File: src/rtl/product_accumulator.sv
// product_accumulator: sums COUNT consecutive products (one per i_accept strobe)
// into a dot-product result presented on a valid/ready handshake. The input is
// never stalled; a completed result that finds the previous one still unconsumed
// overwrites it and raises the sticky o_overrun flag.
// Build option: define PRODUCT_ACCUMULATOR_SIGNED_EN to treat i_c as two's
// complement (sign-extended); otherwise i_c is unsigned (zero-extended).
module product_accumulator #(
    parameter int DATA_WIDTH_C = 16,
    parameter int COUNT        = 4,
    parameter int CNT_WIDTH    = 8,
    parameter int SUM_WIDTH    = DATA_WIDTH_C + CNT_WIDTH
) (
    input  logic                    i_clk,
    input  logic                    i_nrst,
    input  logic [DATA_WIDTH_C-1:0] i_c,
    input  logic                    i_accept,
    input  logic                    i_clr,
    output logic [SUM_WIDTH-1:0]    o_sum,
    output logic                    o_valid,
    input  logic                    i_ready,
    output logic [CNT_WIDTH-1:0]    o_count,
    output logic                    o_overrun
);

    // Counter value at which the next strobe closes the group.
    localparam logic [CNT_WIDTH-1:0] LAST = CNT_WIDTH'(COUNT - 1);

    logic [SUM_WIDTH-1:0] acc;
    logic [SUM_WIDTH-1:0] sum_next;
    logic                 complete;
    logic                 transfer;

    // Widen a product word to accumulator width.
    function automatic logic [SUM_WIDTH-1:0] extend(input logic [DATA_WIDTH_C-1:0] c);
`ifdef PRODUCT_ACCUMULATOR_SIGNED_EN
        logic signed [DATA_WIDTH_C-1:0] cs;
        cs = $signed(c);
        return SUM_WIDTH'(cs);
`else
        return SUM_WIDTH'(c);
`endif
    endfunction

    // Running sum including the current product, and handshake/completion qualifiers.
    always_comb begin
        sum_next = acc + extend(i_c);
        complete = i_accept && (o_count == LAST);
        transfer = o_valid && i_ready;
    end

    // Accumulator, product counter, result register and handshake flags.
    always_ff @(posedge i_clk or negedge i_nrst) begin
        if (!i_nrst) begin
            acc       <= '0;
            o_count   <= '0;
            o_sum     <= '0;
            o_valid   <= 1'b0;
            o_overrun <= 1'b0;
        end else if (i_clr) begin
            // A strobe coinciding with clear is dropped; o_sum keeps its value.
            acc       <= '0;
            o_count   <= '0;
            o_valid   <= 1'b0;
            o_overrun <= 1'b0;
        end else begin
            if (complete) begin
                o_sum   <= sum_next;
                acc     <= '0;
                o_count <= '0;
                o_valid <= 1'b1;
                // Overwriting a result the consumer has not taken this cycle.
                if (o_valid && !i_ready) begin
                    o_overrun <= 1'b1;
                end
            end else begin
                if (i_accept) begin
                    acc     <= sum_next;
                    o_count <= o_count + CNT_WIDTH'(1);
                end
                if (transfer) begin
                    o_valid <= 1'b0;
                end
            end
        end
    end

endmodule

File: config.mk
export PLATFORM = sky130hd
export DESIGN_NAME = product_accumulator
export DESIGN_NICKNAME = d
export VERILOG_FILES = /design/src/rtl/product_accumulator.sv
export SDC_FILE = /design/constraint.sdc
export NUM_CORES = 1
export LEC_CHECK = 0
export ABC_AREA = 1
export CAP_MARGIN = 10
export CORE_MARGIN = 2
export CORE_UTILIZATION = 25
export DETAILED_ROUTE_END_ITERATION = 10
export HOLD_SLACK_MARGIN = 0.03
export PLACE_DENSITY = 0.5
export SLEW_MARGIN = 20
export SYNTH_ARGS = -nofsm -noshare
export SYNTH_HDL_FRONTEND = slang
export SYNTH_SLANG_ARGS = --single-unit
File: constraint.sdc
create_clock -name i_clk -period 5.65 [get_ports i_clk]
set_clock_uncertainty 0.05 [all_clocks]
set_input_delay 1.13 -clock i_clk [delete_from_list [all_inputs] [get_ports i_clk]]
set_output_delay 1.13 -clock i_clk [all_outputs]
set_load 0.02 [all_outputs]
==> impl_metrics.yaml, run 1 <==
power:
  p_per_area_nw_per_um2: 338.0
  swShare: 0.3443
  ir_drop_uv: 103.4
  power_leakage_uw: 0.002432
  p_int_uw: 1051
  clockPowerShare: 0.322
  p_switching_uw: 552.0
  sequentialPowerShare: 0.340
  combPwrFrac: 0.339
routing:
  drc_errors: 0
  ant_nets: 0
  vias: 3475
  drt-total-wl_mm: 10.33
  vias_per_cell: 4.432
  wl_per_cell_um: 13.18
  dr.pass1.iters: 5
  drtIter0Drc: 180
finish:
  drive_gt1_frac: 0.06833
  area_growth_pct: 25.82
  layout_commonest_cell: "nand2_1"
  multi_input_comb_area_um2: 1967
  n_antenna_cell: 0
  nets: 636
  mostFrequentLayoutCells: "nand2_1 (219), inv_1 (71), dfrtp_1 (58), clkdlybuf4s50_1 (53), nand3_1 (47)"
  fillers: 1632
  regArea_um2: 1451
setup_path:
  cp_slowest_cell: "clkdlybuf4s50_1"
  critPathTopFamily: "simple AND/OR/NAND/NOR gates"
  ff2ff_setup_slack_ns: 3.35
  path_max_fanout: 3
  path_cells: "clkdlybuf4s50_1, ha_1, inv_1, fa_1, inv_1, nand3_1, nand2_2, nand2_1, nand2_1, nand2_1, nand2_2, nand3_1, nand3_1, nand2_1"
  crit_path_end_kind: "register"
  cp-start-kind: "input pin"
  cpPeakStageDelay_ns: 0.46
  cp_common_cell: "nand2_1"
  cp.arrival_ns: 3.20
  r2r-start: "o_count[0]"
  r2r_end: "acc[6]"
  crit_cells: 14
  crit_buf_inv: 3
  r2r_cells: 8
  crit_required_ns: 5.82
  path_class: "in -> reg"
synth:
  avgSynthCellArea_um2: 6.981
  synth_cell_types: 34
  ys_seq_area_frac: 0.3850
  synth_nets: 579
  yosys_warnings: 0
  mappedNetlistArea_um2: 3770
  synthesis.instances: 540
  synth-seq-cells: 58
die:
  die-area_um2: 16080
  initial_core_util: 0.2574
  rows: 44
  io_pins: 55
  die_height_um: 126.8
  die_w_um: 126.8
  core_area_um2: 14640
placed_design:
  hpwlAfterDp_mm: 7.904
  gp_congestion: 0.8679
  numPortBuffers: 54
global_route:
  grt_pass1_wl_mm: 17.69
  gr-usage-met1: 0.1812
  grt-ovfl-total: 0
  use_met2: 0.2242
  antenna_found_initial: 0
  met3_usage: 0.03290
  top_usage_layer: "met2"
  grt_pass1_vias: 3585
  grt_use_total: 0.1382
  grt_start_max_net_pins: 59
timing:
  tightest_slew_ns: 0.9365
  fin_crit_sh: 0.5364
  finalHoldViolations: 0
  fmax_mhz: 330.0
  slew_viol_final: 0
  rsz0062_at_grt: "no"
  setup_violations: 0
  fin_tns_setup_ns: 0
  min_period_ns: 3.030
  hold_ws_ns: 0.4230
  slew_headroom: 0.3750
clock_network:
  root_buffer: "clkbuf_16"
  cts_buffer_depth: 2
  cts_buffers: 9
  path_clk_slew_ns: 0.05
  htree_levels: 3
  cts_resized: 0
  cts_hold_buffers: 0
  cts_num_sinks: 58
  cts_tree: "yes"
  clk_latency_ns: 0.33
  post-cts-setup-buffer-count: 0
hold_path:
  min_to: "o_sum[0]"
  min_from: "o_sum[0]"
  whs_path_depth: 2
  hp-class: "reg -> reg"
flow_run:
  maxCapViolations: 0
status:
  outcome: "finished, final reports clean"
[cell type report]
type,count,share of cell area
clock buffer,10,0.04827
clock inverter,4,0.009496
inverter,74,0.05856
multi-input combinational,399,0.4147
sequential,58,0.3060
tap,184,0.04854
timing repair buffer,55,0.1145
[worst reg2reg max path, stage by stage, from the launching register on]
cell and delay, ns:
dfrtp_1 0.43, ha_1 0.25, nand2_1 0.08, nor3_2 0.04, nand3_2 0.12, nand2_2 0.14, nor2_2 0.73, inv_2 0.20
o21ai_1 0.18
[per-stage QoR]
step                total power [uW]  worst slack (ns)  std cells  utilization  instance area, um2
global route                    1714             2.408        784       0.3239                4743
detailed placement              1102             2.278        770       0.3052                4469
finish                          1603             2.620        784       0.3239                4743
CTS                             1626             2.621        784       0.3239                4743
global placement                1099             2.335        770       0.3052                4469
floorplan                      874.5             3.025        540            -                3770
[power by group through the flow]
stage / Clock, uW / Combinational (uW) / Sequential [uW]
after floorplan: 0 / 257 / 617
after global placement: 0 / 546 / 554
after detailed placement: 0 / 550 / 552
after CTS: 528 / 552 / 546
after global routing: 549 / 609 / 556
final: 516 / 543 / 544
[routing by layer]
layer / wire, um / share of wire / up-vias
met5: 0 / 0 / -
met4: 102 / 0.0099 / 0
met3: 430 / 0.042 / 7
met2: 4737 / 0.46 / 59
met1: 5063 / 0.49 / 1599
li1: - / - / 1810
[worst max path at each step]
stage	start	end	slack, ns
2_1_floorplan	i_c[0]	acc[20]	3.03
3_3_place_gp	i_c[0]	acc[20]	2.34
3_5_place_dp	i_c[0]	o_sum[20]	2.28
4_1_cts	i_c[0]	o_sum[20]	2.62
5_1_grt	i_c[0]	acc[20]	2.41
6_report	i_c[0]	acc[20]	2.62
[state kept, by name, indices dropped and copies added (netlist names)]
signal and flops:
o_count 8, o_overrun 1, o_sum 24, acc 24
o_valid 1
[cells by family after synthesis]
logic type                 after synthesis  synth area share
and+or+nand+nor                        341            0.3943
buffers and inverters                   83           0.09326
DFF                                     58            0.3850
AOI/OAI and AO/OA                       33           0.04946
adders and majority gates               18           0.06173
xor gates and xnor gates                 7           0.01626
[synthesized netlist by cell type (all sizes together)]
library cell / number / area share
nor3: 10 / 0.017
clkbuf: 2 / 0.0020
xor2: 2 / 0.0046
nand3b: 4 / 0.0080
dfrtp: 58 / 0.38
nand4: 6 / 0.010
ha: 17 / 0.056
a22o: 4 / 0.0093
xnor2: 5 / 0.012
fa: 1 / 0.0053
and3: 2 / 0.0033
nor2: 37 / 0.045
and2: 1 / 0.0017
or2: 3 / 0.0050
o22ai: 1 / 0.0017
nand3: 49 / 0.068
o21bai: 1 / 0.0020
nor3b: 2 / 0.0040
o31ai: 1 / 0.0020
a21oi: 14 / 0.019
buf: 7 / 0.018
nand2: 227 / 0.23
o21ai: 12 / 0.016
inv: 74 / 0.074
Note: power is estimated with default switching activity, not from simulation.
==> run 2: changes to the inputs <==
==> constraint.sdc (replaced) <==
create_clock -name i_clk -period 3.1 [get_ports i_clk]
set_clock_uncertainty 0.05 [all_clocks]
set_input_delay 0.62 -clock i_clk [delete_from_list [all_inputs] [get_ports i_clk]]
set_output_delay 0.62 -clock i_clk [all_outputs]
set_load 0.02 [all_outputs]
==> impl_metrics.yaml, run 2 (synthesized netlist as in run 1, its figures left out) <==
setup_path:
  r2r_end: "acc[8]"
  r2r_cells: 8
  crit_path_end_kind: "register"
  ff2ff_setup_slack_ns: 0.79
  path_class: "in -> reg"
  path_max_fanout: 3
  r2r-start: "o_count[0]"
  cp-start-kind: "input pin"
  cp.arrival_ns: 2.77
  crit_required_ns: 3.32
routing:
  dr.pass1.iters: 4
  wl_per_cell_um: 13.20
  vias_per_cell: 4.431
  drtIter0Drc: 174
  drc_errors: 0
  drt-total-wl_mm: 10.38
  ant_nets: 0
  vias: 3483
global_route:
  grt-ovfl-total: 0
  antenna_found_initial: 0
  grt_pass1_wl_mm: 17.51
  grt_pass1_vias: 3495
  grt_use_total: 0.1384
  grt_start_max_net_pins: 31
clock_network:
  path_clk_slew_ns: 0.05
  cts_tree: "yes"
  cts_resized: 0
  htree_levels: 3
  root_buffer: "clkbuf_16"
  cts_hold_buffers: 0
  cts_buffer_depth: 2
  cts_num_sinks: 58
  post-cts-setup-buffer-count: 0
  clk_latency_ns: 0.34
  cts_buffers: 9
timing:
  slew_headroom: 0.3693
  finalHoldViolations: 0
  fin_ws_ns: 0.5461
  fin_crit_sh: 0.8238
  tightest_slew_ns: 0.9450
  fmax_mhz: 391.6
  min_period_ns: 2.554
  setup_violations: 0
  slew_viol_final: 0
  fin_tns_setup_ns: 0
  rsz0062_at_grt: "no"
finish:
  n_antenna_cell: 0
  drive_gt1_frac: 0.07309
  layout_commonest_cell: "nand2_1"
  nets: 638
  largestRegisters: "acc x24, o_sum x24, o_count x8"
  mostFrequentLayoutCells: "nand2_1 (219), inv_1 (71), dfrtp_1 (58), clkdlybuf4s50_1 (53), nand3_1 (47)"
  fillers: 1601
  area_growth_pct: 27.05
die:
  io_pins: 55
  core_area_um2: 14640
  initial_core_util: 0.2574
  rows: 44
  die_w_um: 126.8
  die_height_um: 126.8
  die-area_um2: 16080
power:
  ir_drop_uv: 235.6
  p_per_area_nw_per_um2: 619.8
  power_leakage_uw: 0.002456
placed_design:
  hpwlAfterDp_mm: 8.010
  numPortBuffers: 54
  gp_congestion: 0.8965
  post-place-ws_ns: 0.2052
flow_run:
  maxCapViolations: 0
hold_path:
  hp-class: "in -> async"
status:
  outcome: "finished, final reports clean"
==> run 2: where the power goes <==
| part | switching (uW) | internal, uW | leakage, uW |
|---|---|---|---|
| Combinational | 582 | 412 | 0.00153 |
| Sequential | 88.5 | 900 | 0.000779 |
| Clock | 334 | 652 | 0.000147 |
==> run 2: worst max-delay path by stage <==
stage	from	to	slack, ns
6_report	i_c[0]	acc[20]	0.55
5_1_grt	i_c[0]	acc[20]	0.38
3_3_place_gp	i_c[0]	acc[20]	0.27
2_1_floorplan	i_c[0]	acc[20]	0.99
3_5_place_dp	i_c[0]	o_sum[20]	0.21
4_1_cts	i_c[0]	o_sum[20]	0.55
==> run 2: per-stage QoR <==
step                total power (uW)  std cells  utilization  hold WS (ns)  cell area [um2]
finish                          2969        786       0.3271        0.3065             4790
global route                    3166        786       0.3271        0.3657             4790
CTS                             3021        786       0.3271        0.3337             4790
detailed placement              2008        772       0.3071        0.4140             4497
global placement                2003        772       0.3071        0.4157             4497
floorplan                       1594        540            -        0.2744             3770
==> run 2: cell type report <==
class / instances / area, um2 / area share
clock buffers: 11 / 252.7 / 0.05277
clock inverters: 3 / 40.04 / 0.008359
inverters: 74 / 277.8 / 0.05799
repair buffers: 57 / 570.5 / 0.1191
flip-flops and latches: 58 / 1451 / 0.3030
multi-input cells: 399 / 1967 / 0.4107
well taps: 184 / 230.2 / 0.04807
==> run 2: worst max-delay path, stage by stage <==
cell,delay (ns)
clkdlybuf4s50_1,0.47
ha_1,0.19
inv_1,0.06
fa_1,0.43
inv_1,0.12
nand3_1,0.09
nand2_2,0.11
nand2_1,0.05
nand2_1,0.12
nand2_1,0.13
nand2_2,0.09
nand2_1,0.05
nand2_1,0.07
nand3_1,0.07
nand2_1,0.10
==> run 2: metal layers <==
layer | vias up | GRT usage | share of wire | wire, um
met3 | 9 | 0.03458 | 0.039 | 408
met1 | 1610 | 0.1853 | 0.49 | 5135
met4 | 0 | 0.05365 | 0.013 | 139
met5 | - | 0 | 0 | 0
li1 | 1809 | - | - | -
met2 | 55 | 0.2151 | 0.45 | 4695
